$ cat src/rtl/prio_enc_pkg.sv
// Shared types and encode helpers for the pipelined priority encoder.
// Request vectors are zero-extended to MaxN bits so the helpers serve any N <= MaxN.
package prio_enc_pkg;

    localparam int unsigned MaxN = 256;
    localparam int unsigned MaxW = $clog2(MaxN);

    typedef struct packed {
        logic [MaxW-1:0] y;
        logic            any;
        logic            err_multi;
    } result_t;

    // True when more than one request bit is set.
    function automatic logic multi_hot(logic [MaxN-1:0] v);
        logic seen;
        logic multi;
        seen  = 1'b0;
        multi = 1'b0;
        for (int i = 0; i < int'(MaxN); i++) begin
            if (v[i]) begin
                multi = multi | seen;
                seen  = 1'b1;
            end
        end
        return multi;
    endfunction

    // Last match in scan order wins, so the scan direction selects the priority.
    function automatic result_t encode(logic [MaxN-1:0] v, bit msb_first);
        result_t r;
        int      j;
        r = '0;
        for (int i = 0; i < int'(MaxN); i++) begin
            j = msb_first ? i : int'(MaxN) - 1 - i;
            if (v[j]) begin
                r.y = MaxW'(j);
            end
        end
        r.any       = |v;
        r.err_multi = multi_hot(v);
        return r;
    endfunction

endpackage

$ cat src/rtl/prio_encoder_pipe_if.sv
// Request/result bundle for prio_encoder_pipe.
// err_multi/err_seen exist only when PRIO_ENC_MULTIHOT_CHK_EN is defined.
interface prio_encoder_pipe_if #(
    parameter int unsigned N = 8
);
    localparam int unsigned W = $clog2(N);

    logic         en;
    logic         in_valid;
    logic         in_ready;
    logic [N-1:0] din;
    logic         out_valid;
    logic         out_ready;
    logic [W-1:0] y;
    logic         any;
`ifdef PRIO_ENC_MULTIHOT_CHK_EN
    logic         err_multi;
    logic         err_seen;

    modport master (
        output en, in_valid, din, out_ready,
        input  in_ready, out_valid, y, any, err_multi, err_seen
    );
    modport slave (
        input  en, in_valid, din, out_ready,
        output in_ready, out_valid, y, any, err_multi, err_seen
    );
`else
    modport master (
        output en, in_valid, din, out_ready,
        input  in_ready, out_valid, y, any
    );
    modport slave (
        input  en, in_valid, din, out_ready,
        output in_ready, out_valid, y, any
    );
`endif

endinterface

$ cat src/rtl/skid_buf2.sv
// Generic 2-entry valid/ready skid buffer: output register plus one skid register.
// FIFO order, 1 item/cycle throughput, in_ready depends only on skid occupancy.
module skid_buf2 #(
    parameter int unsigned Width = 8
) (
    input  logic             clk,
    input  logic             rst_n,
    input  logic             in_valid,
    output logic             in_ready,
    input  logic [Width-1:0] in_data,
    output logic             out_valid,
    input  logic             out_ready,
    output logic [Width-1:0] out_data
);

    logic             out_valid_q, out_valid_d;
    logic [Width-1:0] out_data_q, out_data_d;
    logic             skid_valid_q, skid_valid_d;
    logic [Width-1:0] skid_data_q, skid_data_d;
    logic             push, pop;

    assign in_ready  = ~skid_valid_q;
    assign push      = in_valid & ~skid_valid_q;
    assign pop       = out_valid_q & out_ready;
    assign out_valid = out_valid_q;
    assign out_data  = out_data_q;

    always_comb begin
        out_valid_d  = out_valid_q;
        out_data_d   = out_data_q;
        skid_valid_d = skid_valid_q;
        skid_data_d  = skid_data_q;
        if (skid_valid_q) begin
            // Full: no push possible; a transfer promotes the skid entry.
            if (pop) begin
                out_data_d   = skid_data_q;
                skid_valid_d = 1'b0;
            end
        end else if (push) begin
            if (!out_valid_q || pop) begin
                out_valid_d = 1'b1;
                out_data_d  = in_data;
            end else begin
                skid_valid_d = 1'b1;
                skid_data_d  = in_data;
            end
        end else if (pop) begin
            out_valid_d = 1'b0;
        end
    end

    always_ff @(posedge clk or negedge rst_n) begin
        if (!rst_n) begin
            out_valid_q  <= 1'b0;
            out_data_q   <= '0;
            skid_valid_q <= 1'b0;
            skid_data_q  <= '0;
        end else begin
            out_valid_q  <= out_valid_d;
            out_data_q   <= out_data_d;
            skid_valid_q <= skid_valid_d;
            skid_data_q  <= skid_data_d;
        end
    end

endmodule

$ cat src/rtl/prio_encoder_pipe.sv
// N:log2(N) priority encoder with a registered, skid-buffered valid/ready output.
// Define PRIO_ENC_MULTIHOT_CHK_EN to add err_multi/err_seen multi-hot reporting.
module prio_encoder_pipe
    import prio_enc_pkg::*;
#(
    parameter int unsigned N         = 8,
    parameter bit          MSB_FIRST = 1'b1
) (
    input logic                clk,
    input logic                rst_n,
    prio_encoder_pipe_if.slave bus
);

    localparam int unsigned W = $clog2(N);
`ifdef PRIO_ENC_MULTIHOT_CHK_EN
    localparam int unsigned PW = W + 2;
`else
    localparam int unsigned PW = W + 1;
`endif

    result_t       enc;
    logic          unused_enc;
    logic [PW-1:0] payload_in;
    logic [PW-1:0] payload_out;
    logic          skid_ready;

    assign enc        = encode(MaxN'(bus.din), MSB_FIRST);
    // Upper index bits are always zero for N < MaxN.
    assign unused_enc = ^enc;

`ifdef PRIO_ENC_MULTIHOT_CHK_EN
    assign payload_in = {enc.y[W-1:0], enc.any, enc.err_multi};
`else
    assign payload_in = {enc.y[W-1:0], enc.any};
`endif

    skid_buf2 #(
        .Width(PW)
    ) u_skid (
        .clk      (clk),
        .rst_n    (rst_n),
        .in_valid (bus.in_valid & bus.en),
        .in_ready (skid_ready),
        .in_data  (payload_in),
        .out_valid(bus.out_valid),
        .out_ready(bus.out_ready),
        .out_data (payload_out)
    );

    assign bus.in_ready = bus.en & skid_ready;
    assign bus.y        = payload_out[PW-1 -: W];
    assign bus.any      = payload_out[PW-W-1];

`ifdef PRIO_ENC_MULTIHOT_CHK_EN
    logic err_seen_q, err_seen_d;

    always_comb begin
        err_seen_d = err_seen_q;
        if (bus.in_valid && bus.en && skid_ready && enc.err_multi) begin
            err_seen_d = 1'b1;
        end
    end

    always_ff @(posedge clk or negedge rst_n) begin
        if (!rst_n) begin
            err_seen_q <= 1'b0;
        end else begin
            err_seen_q <= err_seen_d;
        end
    end

    assign bus.err_multi = payload_out[0];
    assign bus.err_seen  = err_seen_q;
`endif

endmodule
$ cat src/flat_wrapper.sv
// flat-port wrapper written by rule: the top's interface ports become plain ports
module prio_encoder_pipe_flat import prio_enc_pkg::*;
#(
    parameter int unsigned N         = 8,
    parameter bit          MSB_FIRST = 1'b1
)
  (clk, rst_n, bus_en, bus_in_valid, bus_din, bus_out_ready, bus_in_ready, bus_out_valid, bus_y, bus_any);
  prio_encoder_pipe_if #(.N(N)) bus_i ();
  input logic clk;
  input logic rst_n;
  input wire logic [$bits(bus_i.en)-1:0] bus_en;
  input wire logic [$bits(bus_i.in_valid)-1:0] bus_in_valid;
  input wire logic [$bits(bus_i.din)-1:0] bus_din;
  input wire logic [$bits(bus_i.out_ready)-1:0] bus_out_ready;
  output wire logic [$bits(bus_i.in_ready)-1:0] bus_in_ready;
  output wire logic [$bits(bus_i.out_valid)-1:0] bus_out_valid;
  output wire logic [$bits(bus_i.y)-1:0] bus_y;
  output wire logic [$bits(bus_i.any)-1:0] bus_any;
  assign bus_i.en = bus_en;
  assign bus_i.in_valid = bus_in_valid;
  assign bus_i.din = bus_din;
  assign bus_i.out_ready = bus_out_ready;
  assign bus_in_ready = bus_i.in_ready;
  assign bus_out_valid = bus_i.out_valid;
  assign bus_y = bus_i.y;
  assign bus_any = bus_i.any;
  prio_encoder_pipe #(.N(N), .MSB_FIRST(MSB_FIRST)) u_core (.clk(clk), .rst_n(rst_n), .bus(bus_i));
endmodule
$ cat config.mk
export PLATFORM = sky130hd
export DESIGN_NAME = prio_encoder_pipe_flat
export DESIGN_NICKNAME = d
export VERILOG_FILES = /design/src/rtl/prio_enc_pkg.sv /design/src/rtl/prio_encoder_pipe_if.sv /design/src/rtl/skid_buf2.sv /design/src/rtl/prio_encoder_pipe.sv /design/src/flat_wrapper.sv
export SDC_FILE = /design/constraint.sdc
export NUM_CORES = 1
export LEC_CHECK = 0
export ABC_CLOCK_PERIOD_IN_PS = 1800
export CORE_MARGIN = 1.5
export CORE_UTILIZATION = 27
export DETAILED_ROUTE_END_ITERATION = 10
export PLACE_DENSITY = 0.49
export RECOVER_POWER = 25
export SYNTH_ARGS = -nofsm -noshare
export SYNTH_HDL_FRONTEND = slang
export SYNTH_SLANG_ARGS = --single-unit
$ cat constraint.sdc
create_clock -name clk -period 1.8 [get_ports clk]
set_input_delay 0.27 -clock clk [delete_from_list [all_inputs] [get_ports clk]]
set_output_delay 0.27 -clock clk [all_outputs]
set_load 0.03 [all_outputs]
==> results.ini, run 1 <==
[sta]
hold_violations = 0
tightest_slew_ns = 0.469
timing.final.max_slew_violations = 0
min_period_ns = 1.64
final.setup.tns_ns = 0
fmax_mhz = 609
layout_worst_path_cycle_share = 0.912
fin_worst_skew_ns = 0.00503
relSlewSlack = 0.686
finalSetupViolCount = 0
rsz0062_at_grt = false

[logic_synthesis]
synth_top_area_frac = 0.485
most_area_consuming_cells_after_synthesis = sky130_fd_sc_hd__dfrtp_1 (49%), sky130_fd_sc_hd__o21ai_0 (7.8%), sky130_fd_sc_hd__nand2_1 (6.6%)
mappedNetlistArea_sq_um = 515
yosys.cell_types.count = 23
synth.mux.area_fraction = 0.0728
yosys_register_bits = 10
postSynthCellCount = 55
synth_area_per_inst_sq_um = 9.37
synthesis.yosys.warnings = 0
post-synth-top-area-cell = sky130_fd_sc_hd__dfrtp_1
combinational_family_with_the_most_area_after_synthesis = simple AND/OR/NAND/NOR gates
xor_and_xnor_area_share_after_synthesis = 0
yosys.area_share.adder = 0
post_synth_and_or_nand_nor_area_fraction = 0.214
synth.net_count = 68
synth-compound-area-share = 0.172
synth-seq-area-share = 0.485

[clocking]
clock_tree.buffer_depth = 2
cts_inserted_buffers = 3
post_cts_resized = 0
clock_latency_ns = 0.27
clock_sinks = 10
post_cts.repair.setup_buffers = 0
cts_tree = yes
cts-htree-levels = 1
cts.hold.buffers_added = 0
root_buffer = sky130_fd_sc_hd__clkbuf_4
clkSlewWorstSetupHoldPaths_ns = 0.07

[critical_path]
critical_path.max_stage_delay_ns = 0.69
startpoint_type = register
crit_type = register to primary output
path_cells = clkdlybuf4s50_1
highest_fanout_seen_on_the_critical_path = 6
timing.critical_path.slowest_stage_cell = sky130_fd_sc_hd__clkdlybuf4s50_1
critPathCaptureType = primary output
worstPathBufferInverterCount = 1
worstPathRequired_ns = 1.53
critical_path_data_arrival_time_ns = 1.37
crit_family = buffers and inverters

[grt]
wire_length_of_the_first_global_routing_pass_mm = 1.90
grt_start_max_net_pins = 11
grt_pass1_vias = 477
initial_antenna_violation_count = 0
gr-usage-all-layers = 0.129
globalRouteOverflowTotal = 0

[drt]
postRouteAntennaNets = 0
detail_route.wirelength_mm = 1.13
route.vias.total = 479
detailedRoute.firstIterationViolations = 2
wl_per_cell_microns = 10.9
first_pass_iters = 4
drc_errors = 0
drt-vias-per-instance = 4.61

[floorplan]
boundaryPins = 19
fp.dieH_microns = 46.7
die_w_microns = 46.7
floorplan.initialDensity = 0.292
die-area_sq_um = 2180
core_area_sq_um = 1760
std_cell_rows = 15

[final_layout]
nets = 93
nFillCells = 192
multiInputGateArea_sq_um = 236
area_of_all_sequential_standard_cells_sq_um = 250
synthToLayoutAreaGrowth_pct = 49.3
most-common-layout-cells = sky130_fd_sc_hd__clkdlybuf4s50_1 (16), sky130_fd_sc_hd__dfrtp_1 (10), sky130_fd_sc_hd__nand2_1 (9), sky130_fd_sc_hd__o21ai_0 (8), sky130_fd_sc_hd__nor2_1 (5)
final_common_cell = sky130_fd_sc_hd__clkdlybuf4s50_1
antenna_diode_count = 0
layout.cell_area.non_filler_sq_um = 769
instances_no_fill = 104
proportion_of_layout_cells_with_a_drive_suffix_above_1 = 0.177

[power]
vdd_drop_max_v = 0.000426
cellLeakagePower_uw = 0.000331
pwr_density_cell_nw_per_um2 = 1430

[worst_hold_path]
holdCritPathClass = primary input to async pin

[status]
status = complete, no violations

[flow_run]
max_cap_viol_count = 0

[placed_design]
placed_cells_incl_taps = 100
cell_area_after_placement_sq_um = 733
hpwl_microns = 894
gp_routability_congestion = 0.642
place.port_buffers = 18

[layout make-up]
class                   count  share of cell area
clock buffers               4              0.0472
inverters                   4              0.0195
multi-input cells          40               0.307
flip-flops and latches     10               0.325
well taps                  25              0.0407
repair buffers             21               0.260
[registers in the layout, indices dropped and copies added, names as in the netlist]
name,cells
u_core.u_skid.skid_valid_q,1
u_core.u_skid.out_valid,1
u_core.u_skid.skid_data_q,4
u_core.u_skid.out_data,4
[per-layer routing]
| metal | GRT usage | vias to the layer above | routed length, microns |
|---|---|---|---|
| met4 | 0.100 | 0 | 18 |
| met2 | 0.225 | 18 | 543 |
| li1 | - | 239 | - |
| met3 | 0.0118 | 2 | 63 |
| met5 | 0 | - | 0 |
| met1 | 0.143 | 220 | 503 |
[Yosys cell counts]
cell type and instances:
sky130_fd_sc_hd__inv_1 4, sky130_fd_sc_hd__nand3_1 1, sky130_fd_sc_hd__o21ai_0 8, sky130_fd_sc_hd__a21oi_2 1
sky130_fd_sc_hd__mux2_4 1, sky130_fd_sc_hd__o22ai_1 1, sky130_fd_sc_hd__o21ai_1 1, sky130_fd_sc_hd__nand2_1 9
sky130_fd_sc_hd__and2b_2 1, sky130_fd_sc_hd__nor2b_1 1, sky130_fd_sc_hd__nand2b_1 1, sky130_fd_sc_hd__and3_1 1
sky130_fd_sc_hd__clkbuf_8 1, sky130_fd_sc_hd__nor4_2 1, sky130_fd_sc_hd__mux2_2 2, sky130_fd_sc_hd__nand3b_1 1
sky130_fd_sc_hd__a31oi_1 1, sky130_fd_sc_hd__a221oi_1 1, sky130_fd_sc_hd__nor3_1 1, sky130_fd_sc_hd__a21oi_1 1
sky130_fd_sc_hd__nor2_1 5, sky130_fd_sc_hd__o31a_1 1, sky130_fd_sc_hd__dfrtp_1 10
[kinds of logic (layout without fill, tap and decap cells)]
logic type	after synthesis	in the layout
mux	3	3
simple gates	22	22
flops	10	10
buf+inv	5	29
compound gates	15	15
[final timing paths]
check / start / slack [ns] / cells past startpoint / end
worst max-delay path: u_core.u_skid.out_valid$_DFFE_PN0P_ / 0.16 / 1 / bus_out_valid
worst min-delay path: rst_n / 0.39 / 1 / u_core.u_skid.out_data[0]$_DFFE_PN0P_
worst max register to register: u_core.u_skid.skid_valid_q$_DFF_PN0_ / 0.33 / 3 / u_core.u_skid.out_data[3]$_DFFE_PN0P_
worst min register to register: u_core.u_skid.skid_data_q[2]$_DFFE_PN0P_ / 0.48 / 2 / u_core.u_skid.skid_data_q[2]$_DFFE_PN0P_
max in group asynchronous: rst_n / 1.09 / 1 / u_core.u_skid.skid_data_q[0]$_DFFE_PN0P_
min in group clk: u_core.u_skid.skid_data_q[2]$_DFFE_PN0P_ / 0.48 / 2 / u_core.u_skid.skid_data_q[2]$_DFFE_PN0P_
[metrics by stage]
stage               total power, uW   util  hold WS (ns)  worst slack (ns)
floorplan                       717      -       -0.0256             0.319
global placement                901  0.416         0.457            0.0563
detailed placement              909  0.416         0.466            0.0515
CTS                            1120  0.436         0.342             0.136
global route                   1190  0.436         0.427            0.0687
finish                         1100  0.436         0.389             0.159
[power by group]
group          switching (uW)  internal, uW  leakage [uW]  total, uW
Combinational             251           236      0.000192        487
Sequential               80.3           330      0.000118        410
Clock                    81.9           123     0.0000210        205
Power figures use the tool's default switching activity.
==> run 2, diff against run 1 <==
GPL_ROUTABILITY_DRIVEN = 1   (was unset)
==> results of run 2 <==
Final layout, timing and power as in run 1 (identical DEF).
